## src/rtl/alu_pkg.sv

```systemverilog
// Shared types and constants for the sequenced ALU control unit.
package alu_pkg;

  typedef enum logic [3:0] {
    ALU_ADD  = 4'd0,
    ALU_SUB  = 4'd1,
    ALU_MULT = 4'd2,
    ALU_DIV  = 4'd3,
    ALU_SL   = 4'd4,
    ALU_SR   = 4'd5,
    ALU_AND  = 4'd6,
    ALU_OR   = 4'd7,
    ALU_XOR  = 4'd8,
    ALU_NOR  = 4'd9,
    ALU_JR   = 4'd10,
    ALU_NAND = 4'd11,
    ALU_NOT  = 4'd12,
    ALU_SLT  = 4'd13,
    ALU_SGT  = 4'd14
  } alu_ctrl_t;

  localparam logic [1:0] ALUOP_ADD = 2'b00;
  localparam logic [1:0] ALUOP_SUB = 2'b11;

  // Function-field window that maps linearly onto alu_ctrl_t.
  localparam logic [4:0] OP_BASE = 5'b01000;
  localparam logic [4:0] OP_LAST = 5'b10110;

  typedef enum logic [1:0] {
    IDLE = 2'd0,
    BUSY = 2'd1,
    DONE = 2'd2
  } state_t;

endpackage

```

## src/rtl/alu_ctrl_seq_dec.sv

```systemverilog
// Combinational decode of {aluop, op} into control code, illegal flag and
// multi-cycle class.
module alu_dec_comb
  import alu_pkg::*;
#(
  parameter int OP_W   = 5,
  parameter int CTRL_W = 4
) (
  input  logic [1:0]        aluop,
  input  logic [OP_W-1:0]   op,
  output logic [CTRL_W-1:0] alucontrol,
  output logic              illegal,
  output logic              is_mult,
  output logic              is_div
);

  localparam logic [OP_W-1:0] BASE = OP_W'(OP_BASE);
  localparam logic [OP_W-1:0] LAST = OP_W'(OP_LAST);

  logic [OP_W-1:0] op_off;
  logic            in_range;

  assign op_off   = op - BASE;
  assign in_range = (op >= BASE) && (op <= LAST);

  // aluop forces ADD/SUB; otherwise the function field selects the code.
  always_comb begin
    alucontrol = '0;
    illegal    = 1'b0;
    is_mult    = 1'b0;
    is_div     = 1'b0;
    if (aluop == ALUOP_ADD) begin
      alucontrol = CTRL_W'(ALU_ADD);
    end else if (aluop == ALUOP_SUB) begin
      alucontrol = CTRL_W'(ALU_SUB);
    end else if (in_range) begin
      alucontrol = CTRL_W'(op_off);
      is_mult    = (op_off == OP_W'(ALU_MULT));
      is_div     = (op_off == OP_W'(ALU_DIV));
    end else begin
      illegal = 1'b1;
    end
  end

endmodule

```

## src/rtl/alu_ctrl_seq.sv

```systemverilog
// Sequenced ALU control: decode, latency tracking and valid/ready handshakes.
//
// state | meaning
// IDLE  | no result held, ready for a new op
// BUSY  | multi-cycle op counting down in cnt_q
// DONE  | result presented, held until out_ready
module alu_ctrl_seq
  import alu_pkg::*;
#(
  parameter int OP_W    = 5,
  parameter int CTRL_W  = 4,
  parameter int MUL_LAT = 4,
  parameter int DIV_LAT = 16
) (
  input  logic              clk,
  input  logic              reset,
  input  logic              flush,
  input  logic              in_valid,
  output logic              in_ready,
  input  logic [1:0]        aluop,
  input  logic [OP_W-1:0]   op,
  output logic              out_valid,
  input  logic              out_ready,
  output logic [CTRL_W-1:0] alucontrol,
  output logic              illegal,
  output logic              busy
);

  localparam int MAX_LAT = (MUL_LAT > DIV_LAT) ? MUL_LAT : DIV_LAT;
  localparam int CNT_W   = $clog2(MAX_LAT) + 1;
  localparam logic [CNT_W-1:0] MUL_CNT = CNT_W'(MUL_LAT - 1);
  localparam logic [CNT_W-1:0] DIV_CNT = CNT_W'(DIV_LAT - 1);

  state_t             state_q, state_d;
  logic [CNT_W-1:0]   cnt_q, cnt_d;
  logic [CTRL_W-1:0]  ctrl_q, ctrl_d;
  logic               ill_q, ill_d;

  logic [CTRL_W-1:0]  dec_ctrl;
  logic               dec_ill, dec_mult, dec_div;
  logic               accept;

  alu_dec_comb #(
    .OP_W   (OP_W),
    .CTRL_W (CTRL_W)
  ) u_dec (
    .aluop      (aluop),
    .op         (op),
    .alucontrol (dec_ctrl),
    .illegal    (dec_ill),
    .is_mult    (dec_mult),
    .is_div     (dec_div)
  );

  // Ready when empty, or when the held result leaves this cycle; never during flush.
  assign in_ready   = !flush && ((state_q == IDLE) || ((state_q == DONE) && out_ready));
  assign accept     = in_valid && in_ready;
  assign out_valid  = (state_q == DONE);
  assign busy       = (state_q == BUSY);
  assign alucontrol = ctrl_q;
  assign illegal    = ill_q;

  // Next-state: accept/load, countdown, drain, with flush overriding all.
  always_comb begin
    state_d = state_q;
    cnt_d   = cnt_q;
    ctrl_d  = ctrl_q;
    ill_d   = ill_q;
    case (state_q)
      BUSY: begin
        cnt_d = cnt_q - 1'b1;
        if (cnt_q == CNT_W'(1)) state_d = DONE;
      end
      DONE: begin
        if (out_ready && !accept) state_d = IDLE;
      end
      default: state_d = IDLE;
    endcase
    if (accept) begin
      ctrl_d = dec_ctrl;
      ill_d  = dec_ill;
      if (dec_mult && (MUL_LAT > 1)) begin
        state_d = BUSY;
        cnt_d   = MUL_CNT;
      end else if (dec_div && (DIV_LAT > 1)) begin
        state_d = BUSY;
        cnt_d   = DIV_CNT;
      end else begin
        state_d = DONE;
        cnt_d   = '0;
      end
    end
    if (flush) begin
      state_d = IDLE;
      cnt_d   = '0;
    end
  end

  // State registers; synchronous reset wins over flush.
  always_ff @(posedge clk) begin
    if (reset) begin
      state_q <= IDLE;
      cnt_q   <= '0;
      ctrl_q  <= '0;
      ill_q   <= 1'b0;
    end else begin
      state_q <= state_d;
      cnt_q   <= cnt_d;
      ctrl_q  <= ctrl_d;
      ill_q   <= ill_d;
    end
  end

endmodule

```

## config.mk

```make
export PLATFORM = sky130hd
export DESIGN_NAME = alu_ctrl_seq
export DESIGN_NICKNAME = d
export VERILOG_FILES = /design/src/rtl/alu_pkg.sv /design/src/rtl/alu_ctrl_seq_dec.sv /design/src/rtl/alu_ctrl_seq.sv
export SDC_FILE = /design/constraint.sdc
export NUM_CORES = 1
export LEC_CHECK = 0
export ABC_AREA = 1
export BUFFER_PORTS_ARGS = -buffer_cell sky130_fd_sc_hd__buf_2
export CORE_MARGIN = 2
export CORE_UTILIZATION = 55
export CTS_CLUSTER_SIZE = 8
export DETAILED_ROUTE_END_ITERATION = 12
export HOLD_SLACK_MARGIN = 0.08
export PLACE_DENSITY = 0.91
export SLEW_MARGIN = 20
export SYNTH_ARGS = -nofsm -noshare
export SYNTH_HDL_FRONTEND = slang
export SYNTH_SLANG_ARGS = --single-unit
```

## constraint.sdc

```tcl
create_clock -name clk -period 3.9 [get_ports clk]
set_clock_uncertainty 0.1 [all_clocks]
set_input_delay 0 -clock clk [delete_from_list [all_inputs] [get_ports clk]]
set_output_delay 0 -clock clk [all_outputs]
set_load 0.01 [all_outputs]
```

After elaboration in Yosys (flattened, before gate mapping)
Index checks and enable logic that the tools add are counted.
{"block": "totals", "register_bits": 12, "wordCells": 51}
{"block": "classes", "n_addsub": 2, "n_lt_le_gt_ge": 2, "n_eq_ne": 8, "muxes": 22, "reduce_logical": 13}
{"operator": "2-to-1 mux 4 bit", "n": 5}
{"operator": "equality test 5 x 2 -> 1 bit, second input constant", "n": 2}
{"operator": "2-to-1 mux 2 bit", "n": 5}
{"operator": "2-to-1 mux 5 bit", "n": 2}
{"operator": "2-to-1 mux 1 bit", "n": 9}
{"operator": "!= test 3 x 1 -> 1 bit, second input constant", "n": 2}
{"operator": "equality test 5 x 1 -> 1 bit, second input constant", "n": 1}
{"operator": "greater-or-equal comparator 5 x 4 -> 1 bit, second input constant", "n": 1}
{"operator": "less-or-equal comparator 5 bit, second input constant", "n": 1}
{"operator": "logical AND 1 bit", "n": 5}
{"operator": "subtractor 5 x 1 -> 5 bit, second input constant", "n": 1}
{"operator": "subtractor 5 x 4 -> 5 bit, second input constant", "n": 1}
{"operator": "equality test 2 bit, second input constant", "n": 2}
{"operator": "logical NOT 2 bit", "n": 2}
{"operator": "one-hot mux 2 bit (2 select lines)", "n": 1}
{"operator": "equality test 2 x 1 -> 1 bit, second input constant", "n": 1}
{"operator": "logical NOT 1 bit", "n": 2}
{"operator": "AND reduction 2 bit", "n": 1}
{"operator": "nonzero test 2 bit", "n": 1}
{"operator": "OR reduction 2 bit", "n": 1}
{"operator": "logical OR 1 bit", "n": 1}

Logic depth before layout (Yosys ltp)
Gate-level depths: netlist of the first run.
{"block": "depth", "ltp_word": 10, "depth_mapped": 11}

Modules after synthesis
Synthesis of the first run repeated with hierarchy kept, for this count alone.
{"block": "hier_totals", "cells_unflattened": 144, "hier_area_um2": 900.9}
{"mod": "alu_ctrl_seq", "n_inst": 1, "cells_each": 99, "area_each_um2": 659.4, "seq_area_each_um2": 240.2}
{"mod": "alu_dec_comb", "n_inst": 1, "cells_each": 45, "area_each_um2": 241.5, "seq_area_each_um2": 0.0}

Least setup slack after synthesis of the first run
No wires, ideal clock.
{"block": "synth_path", "kind": "reg-to-reg", "from": "register state_q[0]", "to": "register cnt_q[0]", "setup_time_ps": 101, "t_arrival_ps": 1013, "t_required_ps": 3699, "slack_ps": 2686, "path_stages_with_launch": 9, "n_path_buf": 1, "synth_period_minus_slack_ps": 1214, "cell_sequence": "dfxtp_1 > nor2_1 > nand3_2 > buf_6 > nor2_2 > nand2_4 > nand2_2 > nand2_1 > o41ai_1"}
{"block": "synth_via", "elab_chain_cells": 6, "word_cells_on_any_way": 9}
{"item": "from (decl)", "line": "alu_ctrl_seq.sv:34", "text": "state_t state_q, state_d;"}
{"item": "from (signal assigned)", "line": "alu_ctrl_seq.sv:107", "text": "state_q <= state_d;"}
{"item": "equality test 2 bit", "line": "alu_ctrl_seq.sv:56", "text": "assign in_ready = !flush && ((state_q == IDLE) || ((state_q == DONE) && out_ready));"}
{"item": "logical AND 1 bit", "line": "alu_ctrl_seq.sv:56"}
{"item": "logical OR 1 bit", "line": "alu_ctrl_seq.sv:56"}
{"item": "logical AND 1 bit", "line": "alu_ctrl_seq.sv:56"}
{"item": "logical AND 1 bit", "line": "alu_ctrl_seq.sv:57", "text": "assign accept = in_valid && in_ready;"}
{"item": "2-to-1 mux 5 bit / nonzero test 2 bit (equally long branches)"}
{"item": "to (signal assigned)", "line": "alu_ctrl_seq.sv:108", "text": "cnt_q <= cnt_d;"}
{"item": "to (decl)", "line": "alu_ctrl_seq.sv:35", "text": "logic [CNT_W-1:0] cnt_q, cnt_d;"}
Several ways; a longest one is shown, not always the timed one.
A chain may end at the register's enable or synchronous reset.

Worst setup path after layout of the first run
{"block": "layout_path", "from": "input port aluop[1]", "to": "register state_q[1]"}
{"block": "layout_via", "elab_chain_cells": 6, "word_cells_on_any_way": 9}
{"item": "from (decl)", "line": "alu_ctrl_seq.sv:20", "text": "input logic [1:0] aluop,"}
{"item": "equality test 2 bit", "line": "alu_ctrl_seq_dec.sv:34", "text": "end else if (aluop == ALUOP_SUB) begin"}
{"item": "2-to-1 mux 1 bit", "line": "alu_ctrl_seq_dec.sv:34"}
{"item": "2-to-1 mux 1 bit", "line": "alu_ctrl_seq_dec.sv:32", "text": "if (aluop == ALUOP_ADD) begin"}
{"item": "2-to-1 mux 2 bit", "line": "alu_ctrl_seq.sv:85", "text": "end else if (dec_div && (DIV_LAT > 1)) begin"}
{"item": "2-to-1 mux 2 bit (*)", "line": "alu_ctrl_seq.sv:82", "text": "if (dec_mult && (MUL_LAT > 1)) begin"}
{"item": "2-to-1 mux 2 bit (*)", "line": "alu_ctrl_seq.sv:79", "text": "if (accept) begin"}
Mark *: on every way between the ends. The rest lies on a longest branch, timed or not.

==> results of run 1 <==
[metal layers]
layer  share of wire  track usage
met1            0.43       0.3065
met2            0.47       0.4448
met3           0.068      0.06250
met4           0.023      0.09091
met5               0            0
[area by class of cell]
| type | instances | area, um2 | share of cell area |
|---|---|---|---|
| Multi-Input combinational cell | 84 | 509.2 | 0.4573 |
| Sequential cell | 12 | 240.2 | 0.2157 |
| Timing Repair Buffer | 31 | 215.2 | 0.1933 |
| Inverter | 24 | 92.59 | 0.08315 |
| Clock buffer | 4 | 36.28 | 0.03258 |
| Tap cell | 16 | 20.02 | 0.01798 |
[sequential cells by signal, indices dropped and copies added, names as in the netlist]
name        flops
cnt_q           5
alucontrol      4
state_q         2
illegal         1
[through the flow]
step                setup WS, ps    util  cell area, um2  hold WS [ps]  instances
floorplan                   2686       -           853.3        -52.47        121
global placement            2465  0.6505           957.2         138.5        155
detailed placement          2415  0.6505           957.2         146.3        155
global route                1385  0.7568            1114         107.8        171
finish                      1496  0.7568            1114         99.66        171
CTS                         1525  0.7568            1114         92.56        171
[power by group]
group	internal [uW]	leakage, uW	switching [uW]	total (uW)
sequential	126	0.0000972	2.53	128
clock	56.9	0.0000210	46.6	104
combinational	25.4	0.000435	35.6	61.0
total	208	0.000553	84.8	293
[critical path, stage by stage]
cell and delay (ps):
dlygate4sd3_1 520, buf_2 130, nand2_1 70, dlygate4sd3_1 570
inv_2 40, nor2_1 120, nand3_1 120, nor2_4 140
nand2_4 80, nand4_2 80, a21oi_2 60, dlygate4sd3_1 550
[worst paths after layout]
path | to | slack (ps)
max | state_q[1] | 1500
min | cnt_q[3] | 100
max reg2reg | alucontrol[3] | 1820
min reg2reg | illegal | 370
[kinds of logic (layout without fill, tap and decap cells)]
kind of cell             after synthesis  count (layout)  synth area share
buffers and inverters                 25              59            0.1217
flip-flops                            12              12            0.2815
adder cells (fa/ha/maj)                6               6           0.08797
AO/OA/AOI/OAI                         21              21            0.1584
AND/OR/NAND/NOR                       57              57            0.3504
[cells in the mapped netlist]
cell type   n  area [um2]
inv_1      18       67.56
nand2_1    18       67.56
dfxtp_1    12       240.2
nor2_1     12       45.04
nand3_1     9       45.04
a21oi_1     8       40.04
ha_1        6       75.07
inv_2       5       18.77
nand2_2     4       25.02
o21ai_0     4       20.02
nor2_2      3       18.77
a31oi_1     2       12.51
nand2_4     2       22.52
nor2_4      2       22.52
nor4_1      2       12.51
o21bai_2    2       22.52
a21oi_2     1       8.760
a31o_1      1       8.760
buf_6       1       11.26
inv_4       1       6.260
nand3_2     1       10.01
nand4_1     1       6.260
nand4_2     1       12.51
nor3_1      1       5.000
o21ai_1     1       5.000
o21ai_2     1       8.760
o41ai_1     1       8.760
or2_2       1       6.260
==> out/metrics.csv, run 1 <==
metric;value;unit
cts_tree;done;
tightest_slew;336.8;ps
grt_max_degree;12;
grt_pass1_vias;865;
crit_type;in2reg;
fin_tns_setup;0;ps
cp.required;3980;ps
crit_start;aluop[1];
r2r_cells;8;
clk_path_buf_depth;2;
firstDrtPassIters;5;
cts_setup_buffers;0;
cp-end-kind;flip-flop;
clk_pin_slew_worst_paths;80;ps
drive_above_1_share;0.3032;
via_count;940;
maxCapViolCount;0;
antenna_left;0;
htree_levels;1;
clkSinkCount;12;
ir_worst_vdd;0.2118;mV
hold_path.class;in2reg;
setup_viol_count_final;0;
crit_fanout;5;
antenna_cells;0;
drt-total-wl;2182;um
reg2reg_from;state_q[0];
slew_headroom;0.7737;
p_leak;0.0005533;uW
synth_area;853.3;um2
status;finished, final reports clean;
numCtsBuffers;3;
grt.overflow.total;0;
syn_avg_cell_area;7.052;um2
layout_commonest_cell;buf_2;
rows;14;
fillers;106;
synthToLayoutAreaGrowth;30.50;%
yosysSeqAreaShare;0.2815;
clk_latency;290;ps
syn-instance-count;121;
yosys_warnings;0;
wl_per_cell;12.76;um
ys_seq_elements;12;
drv_slew;0;
total_power;292.8;uW
start_util;0.5799;
place_hpwl;1458;um
min_path_cells;5;
ctsResizeCount;0;
finalCritPeriodShare;0.6164;
die_h;43.39;um
period_minus_slack;2404;ps
boundaryPins;20;
hold_viol;0;
final_cell_mix;19 x buf_2, 18 x inv_1, 18 x nand2_1;
fmax;0.4160;GHz
arrival;2490;ps
remaining_drc_errors;0;
fin_nets;174;
antenna_found_initial;0;
critPathLaunchType;primary input;
pwr_density_cell;262.9;nW/um2
hold_buffers;12;
dieArea;1883;um2
grt_pass1_wl;3581;um
viasPerCell;5.497;
coreArea;1471;um2
syn-num-nets;139;
cts_root_buf;clkbuf_4;
holdCritStartpoint;op[0];
drt_iter0_drc;33;
synth_cell_type_count;28;
gp_congestion;0.8022;
rsz0062_at_grt;no;
io_buffers;19;
fp.dieW;43.39;um
grtUsageTotal;0.2560;
(Power assumes the default switching activity.)
==> run 2: changes to the inputs <==
Settings changed: CORE_UTILIZATION 55 to 52, PLACE_DENSITY 0.91 to 0.88.
Clock period 3.9 ns to 2.4 ns, I/O delays scaled along.
==> run 2 against run 1 <==
Routed wire length decreased by 1.2%. Via count decreased by 1.2%. Highest routed layer unchanged. Worst hold slack improved by 10 ps. Setup slack got worse by 1300 ps. Register-to-register slack got worse by 1500 ps.
==> out/metrics.csv, run 2 (synthesis gave the netlist of run 1 again) <==
metric;value;unit;change
antenna_found_initial;0;;unchanged
cp-end-kind;flip-flop;;
viasPerCell;5.433;;-1.2%
crit_chain;dlygate4sd3_1, buf_2, inv_1, ha_1, nand3_1, nor2_2, nand2_1, nor2_2, nand2_4, nand4_2, a21oi_2, dlygate4sd3_1;;
arrival;2320;ps;-170 ps
hold_viol;0;;unchanged
io_buffers;19;;unchanged
start_util;0.5599;;-0.02000
dieArea;1981;um2;+5.2%
p_leak;0.0005488;uW;-0.83%
htree_levels;1;;unchanged
coreArea;1524;um2;+3.6%
rows;14;;unchanged
drive_above_1_share;0.3097;;+0.006452
critPathLaunchType;primary input;;
final_core_util;0.7332;;-0.02363
crit_path_max_incr_delay;550;ps;-20 ps
setup_viol_count_final;0;;unchanged
drt_iter0_drc;12;;-64%
finalWorstSetupSlack;152.6;ps;-1343 ps
pwr_density_cell;392.0;nW/um2;+49%
synthToLayoutAreaGrowth;30.94;%;
grt_max_degree;12;;unchanged
grt.overflow.total;0;;unchanged
rsz0062_at_grt;no;;
crit_type;in2reg;;
fin_nets;175;;+0.57%
grt_pass1_wl;3719;um;+3.9%
fin_cells;171;;unchanged
clk_path_buf_depth;2;;unchanged
grtUsageTotal;0.2542;;-0.001840
final_cell_mix;19 x buf_2, 18 x inv_1, 18 x nand2_1;;
hold_path.class;in2reg;;
crit_buf_inv;4;;-1
finalCritPeriodShare;0.9364;;
remaining_drc_errors;0;;unchanged
fillers;113;;+6.6%
largest_register;cnt_q;;
crit_fanout;4;;-1
pre_cts_ws;863.8;ps;-1551 ps
cp.required;2470;ps;-1510 ps
via_count;929;;-1.2%
maxCapViolCount;0;;unchanged
cts_tree;done;;
largest_reg_flops;5;;unchanged
clk_latency;280;ps;about the same
cp_slowest_cell;dlygate4sd3_1;;
slew_headroom;0.7806;;+0.006832
ir_worst_vdd;0.2820;mV;+33%
die_h;44.51;um;+2.6%
dpl.cell_count;155;;unchanged
path_delay_family;buffers and inverters;;
drt-total-wl;2155;um;-1.2%
clkSinkCount;12;;unchanged
drv_slew;0;;unchanged
tightest_slew;324.9;ps;-11.91 ps
fin_tns_setup;0;ps;unchanged
boundaryPins;20;;unchanged
wl_per_cell;12.60;um;-1.2%
clk_pin_slew_worst_paths;80;ps;about the same
numCtsBuffers;3;;unchanged
layout_commonest_cell;buf_2;;
fp.dieW;44.51;um;+2.6%
whs;109.8;ps;+10.14 ps
grt_pass1_vias;925;;+6.9%
gp_congestion;0.7989;;-0.41%
antenna_cells;0;;unchanged
cts_setup_buffers;0;;unchanged
place_hpwl;1470;um;+0.80%
period_minus_slack;2247;ps;
firstDrtPassIters;4;;-1
antenna_left;0;;unchanged
cts_root_buf;clkbuf_4;;
fmax;0.4450;GHz;
status;finished, final reports clean;;
## run 2: changes by cell type in the layout (fill, tap and decap cells not counted)
| cell | before | now |
|---|---|---|
| clkbuf_8 | 1 | 0 |
| dlygate4sd3_1 | 12 | 13 |
| nand3_1 | 9 | 8 |
| nand3_2 | 1 | 2 |
| nor2_1 | 12 | 11 |
| nor2_2 | 3 | 4 |
## run 2: final timing paths
| check | from | endpoint | slack [ps] | depth (start not counted) |
|---|---|---|---|---|
| worst max register to register | state_q[1] | alucontrol[1] | 300 | 8 |
| worst min-delay path | aluop[0] | illegal | 110 | 6 |
| worst min register to register | alucontrol[3] | alucontrol[3] | 370 | 2 |
| worst max-delay path | op[3] | state_q[1] | 150 | 12 |
## run 2: worst reg2reg max path, cell delays in order (launching register included)
cell and delay [ps]:
dfxtp_1 360, nand2_2 100, nand3_2 240, nor2_2 200, inv_2 70, nor2_2 160, nand3_1 90, dlygate4sd3_1 570
a21oi_1 130
## run 2: cell type report
class	instances	area, um2	area share
Tap cell	16	20.02	0.01792
Inverter	24	92.59	0.08287
Multi-Input combinational cell	84	516.7	0.4625
Timing Repair Buffer	32	225.2	0.2016
Sequential cell	12	240.2	0.2150
Clock buffer	3	22.52	0.02016
## run 2: through the flow
step,cell area (um2),total power (uW)
CTS,1110,430.8
global route,1117,456.6
global placement,957.2,291.0
finish,1117,437.9
detailed placement,957.2,295.2
floorplan,853.3,267.7
## run 2: metal layers
layer	share of wire	global-route usage	vias to the layer above
li1	-	-	457
met1	0.43	0.2811	429
met2	0.48	0.4406	32
met3	0.052	0.06531	11
met4	0.032	0.1333	0
met5	0	0	-
## run 2: power by group
part	total (uW)	internal, uW	switching, uW
Clock	129	58.3	70.8
Sequential	208	204	4.11
Combinational	100	42.0	58.4
Total	438	305	133
## run 2: repair_timing
action,in CTS,in global routing
gates resized for setup,0,2
endpoints found under the hold margin,9,1
hold buffers,13,1
endpoints found under the setup margin,0,1
==> run 3: changes to the inputs <==
Settings changed: REMOVE_ABC_BUFFERS set to 1.
==> run 3 against run 2 <==
Cell area shrank 4.3%. Largest power group unchanged. Critical path depth is the same. Worst hold slack gained 36 ps. Largest cell class unchanged.
==> out/metrics.csv, run 3 (synthesis gave the netlist of run 1 again) <==
metric;value;unit;change
drive_above_1_share;0.3046;;-0.005042
hold_viol;0;;unchanged
grt_pass1_wl;3553;um;-4.5%
status;finished, final reports clean;;
boundaryPins;20;;unchanged
p_int;301.7;uW;-0.98%
arrival;2150;ps;-170 ps
slew_headroom;0.7889;;+0.008353
fin_cells;167;;-2.3%
clk_path_buf_depth;2;;unchanged
swShare;0.2924;;-0.01194
rr_endpoint;alucontrol[0];;
crit_fanout;4;;unchanged
fin_tns_setup;0;ps;unchanged
crit_type;in2reg;;
drv_slew;0;;unchanged
fmax;0.4909;GHz;+10%
rows;14;;unchanged
period_minus_slack;2037;ps;-210.4 ps
antenna_left;0;;unchanged
placed_cell_area;957.2;um2;unchanged
pwr_density_cell;398.5;nW/um2;+1.7%
cts_tree;done;;
min_to;cnt_q[2];;
cts_setup_buffers;0;;unchanged
drt-total-wl;2041;um;-5.3%
rsz0062_at_grt;no;;
cts_root_buf;clkbuf_4;;
tightest_slew;314.2;ps;-10.70 ps
final_cell_mix;19 x buf_2, 18 x inv_1, 18 x nand2_1;;
wl_per_cell;12.22;um;-3.0%
switchingPower;124.7;uW;-6.5%
grt_pass1_vias;906;;-2.1%
finalCritPeriodShare;0.8488;;-0.08765
clk_pin_slew_worst_paths;70;ps;about the same
io_buffers;19;;unchanged
rrSetupSlack;600;ps;+300 ps
total_power;426.4;uW;-2.6%
holdCritStartpoint;op[0];;
htree_levels;1;;unchanged
setup_viol_count_final;0;;unchanged
dieArea;1981;um2;unchanged
cp.required;2520;ps;+50 ps
cp-end-kind;flip-flop;;
antenna_found_initial;0;;unchanged
reg2reg_from;state_q[0];;
dpl.cell_count;155;;unchanged
firstDrtPassIters;4;;unchanged
pwr-share-seq;0.489;;+0.013
via_count;899;;-3.2%
pwr-share-clk;0.287;;-0.008
largest_reg_flops;5;;unchanged
maxCapViolCount;0;;unchanged
viasPerCell;5.383;;-0.91%
drt_iter0_drc;20;;+8
final_core_util;0.7020;;-0.03120
hold_path.class;in2reg;;
numCtsBuffers;3;;unchanged
fp.dieW;44.51;um;unchanged
final_area;1070;um2;-4.3%
largest_register;cnt_q;;
place_hpwl;1522;um;+3.6%
layout_commonest_cell;buf_2;;
fin_nets;171;;-2.3%
antenna_cells;0;;unchanged
remaining_drc_errors;0;;unchanged
grtUsageTotal;0.2381;;-0.01614
grt.overflow.total;0;;unchanged
p_leak;0.0005364;uW;-2.3%
r2r_cells;6;;-2
ir_worst_vdd;0.3081;mV;+9.2%
die_h;44.51;um;unchanged
combPwrFrac;0.223;;-0.006
start_util;0.5599;;unchanged
fillers;127;;+12%
grt_max_degree;12;;unchanged
synthToLayoutAreaGrowth;25.37;%;
gp_congestion;0.7797;;-2.4%
min_path_cells;5;;-1
coreArea;1524;um2;unchanged
clk_latency;270;ps;about the same
clkSinkCount;12;;unchanged
critPathLaunchType;primary input;;
[run 3: cell types whose count changed in the layout (fill, tap and decap cells not counted), sizes merged]
cell         change
dlygate4sd3      -4
[run 3: power by group through the flow]
| stage | clock network [uW] | registers [uW] | logic, uW |
|---|---|---|---|
| 2_1_floorplan | 0 | 214 | 51.9 |
| 3_3_place_gp | 0 | 213 | 78.0 |
| 3_5_place_dp | 0 | 213 | 82.0 |
| 4_1_cts | 121 | 209 | 93.3 |
| 5_1_grt | 130 | 209 | 106 |
| 6_report | 122 | 209 | 95.3 |
[run 3: cell type report]
| type | count | area [um2] | share of cell area |
|---|---|---|---|
| Clock buffer | 3 | 22.52 | 0.02105 |
| Inverter | 24 | 92.59 | 0.08655 |
| Timing Repair Buffer | 28 | 185.2 | 0.1731 |
| Tap cell | 16 | 20.02 | 0.01871 |
| Sequential cell | 12 | 240.2 | 0.2246 |
| Multi-Input combinational cell | 84 | 509.2 | 0.4760 |
[run 3: metrics by stage]
step           setup slack, ps  hold WS, ps
6_report                 362.9        145.5
5_1_grt                  175.8        178.8
4_1_cts                  443.0        143.5
3_5_place_dp             893.9        147.7
3_3_place_gp             974.6        136.9
2_1_floorplan             1052       -52.47
[run 3: timing repair]
action                    CTS  global route
resized for setup           0             0
hold buffers                9             0
hold endpoints to repair    9             0
[run 3: worst max-delay path by stage]
stage               start       endpoint  slack (ps)  depth (start not counted)
2_1_floorplan  state_q[0]       cnt_q[0]        1050                          9
3_3_place_gp   state_q[0]       cnt_q[0]         970                          9
3_5_place_dp   state_q[0]  alucontrol[2]         890                          7
4_1_cts             op[3]  alucontrol[0]         440                         12
5_1_grt             op[3]  alucontrol[0]         180                         12
6_report            op[3]  alucontrol[0]         360                         12
[run 3: worst max-delay path, cell delays in order]
cell and delay [ps]:
dlygate4sd3_1 520, buf_2 130, inv_1 80, ha_1 210, nand2_1 90, o21bai_2 60, nand2_1 80, nand2_2 80
o21ai_1 140, nand2_1 80, a21oi_1 130, dlygate4sd3_1 550
[run 3: per-layer routing]
metal	global-route usage	routed length, um	vias to the layer above
met5	0	0	-
met4	0.08485	19	0
met3	0.05714	160	4
met2	0.4319	1027	38
met1	0.2655	834	409
li1	-	-	448
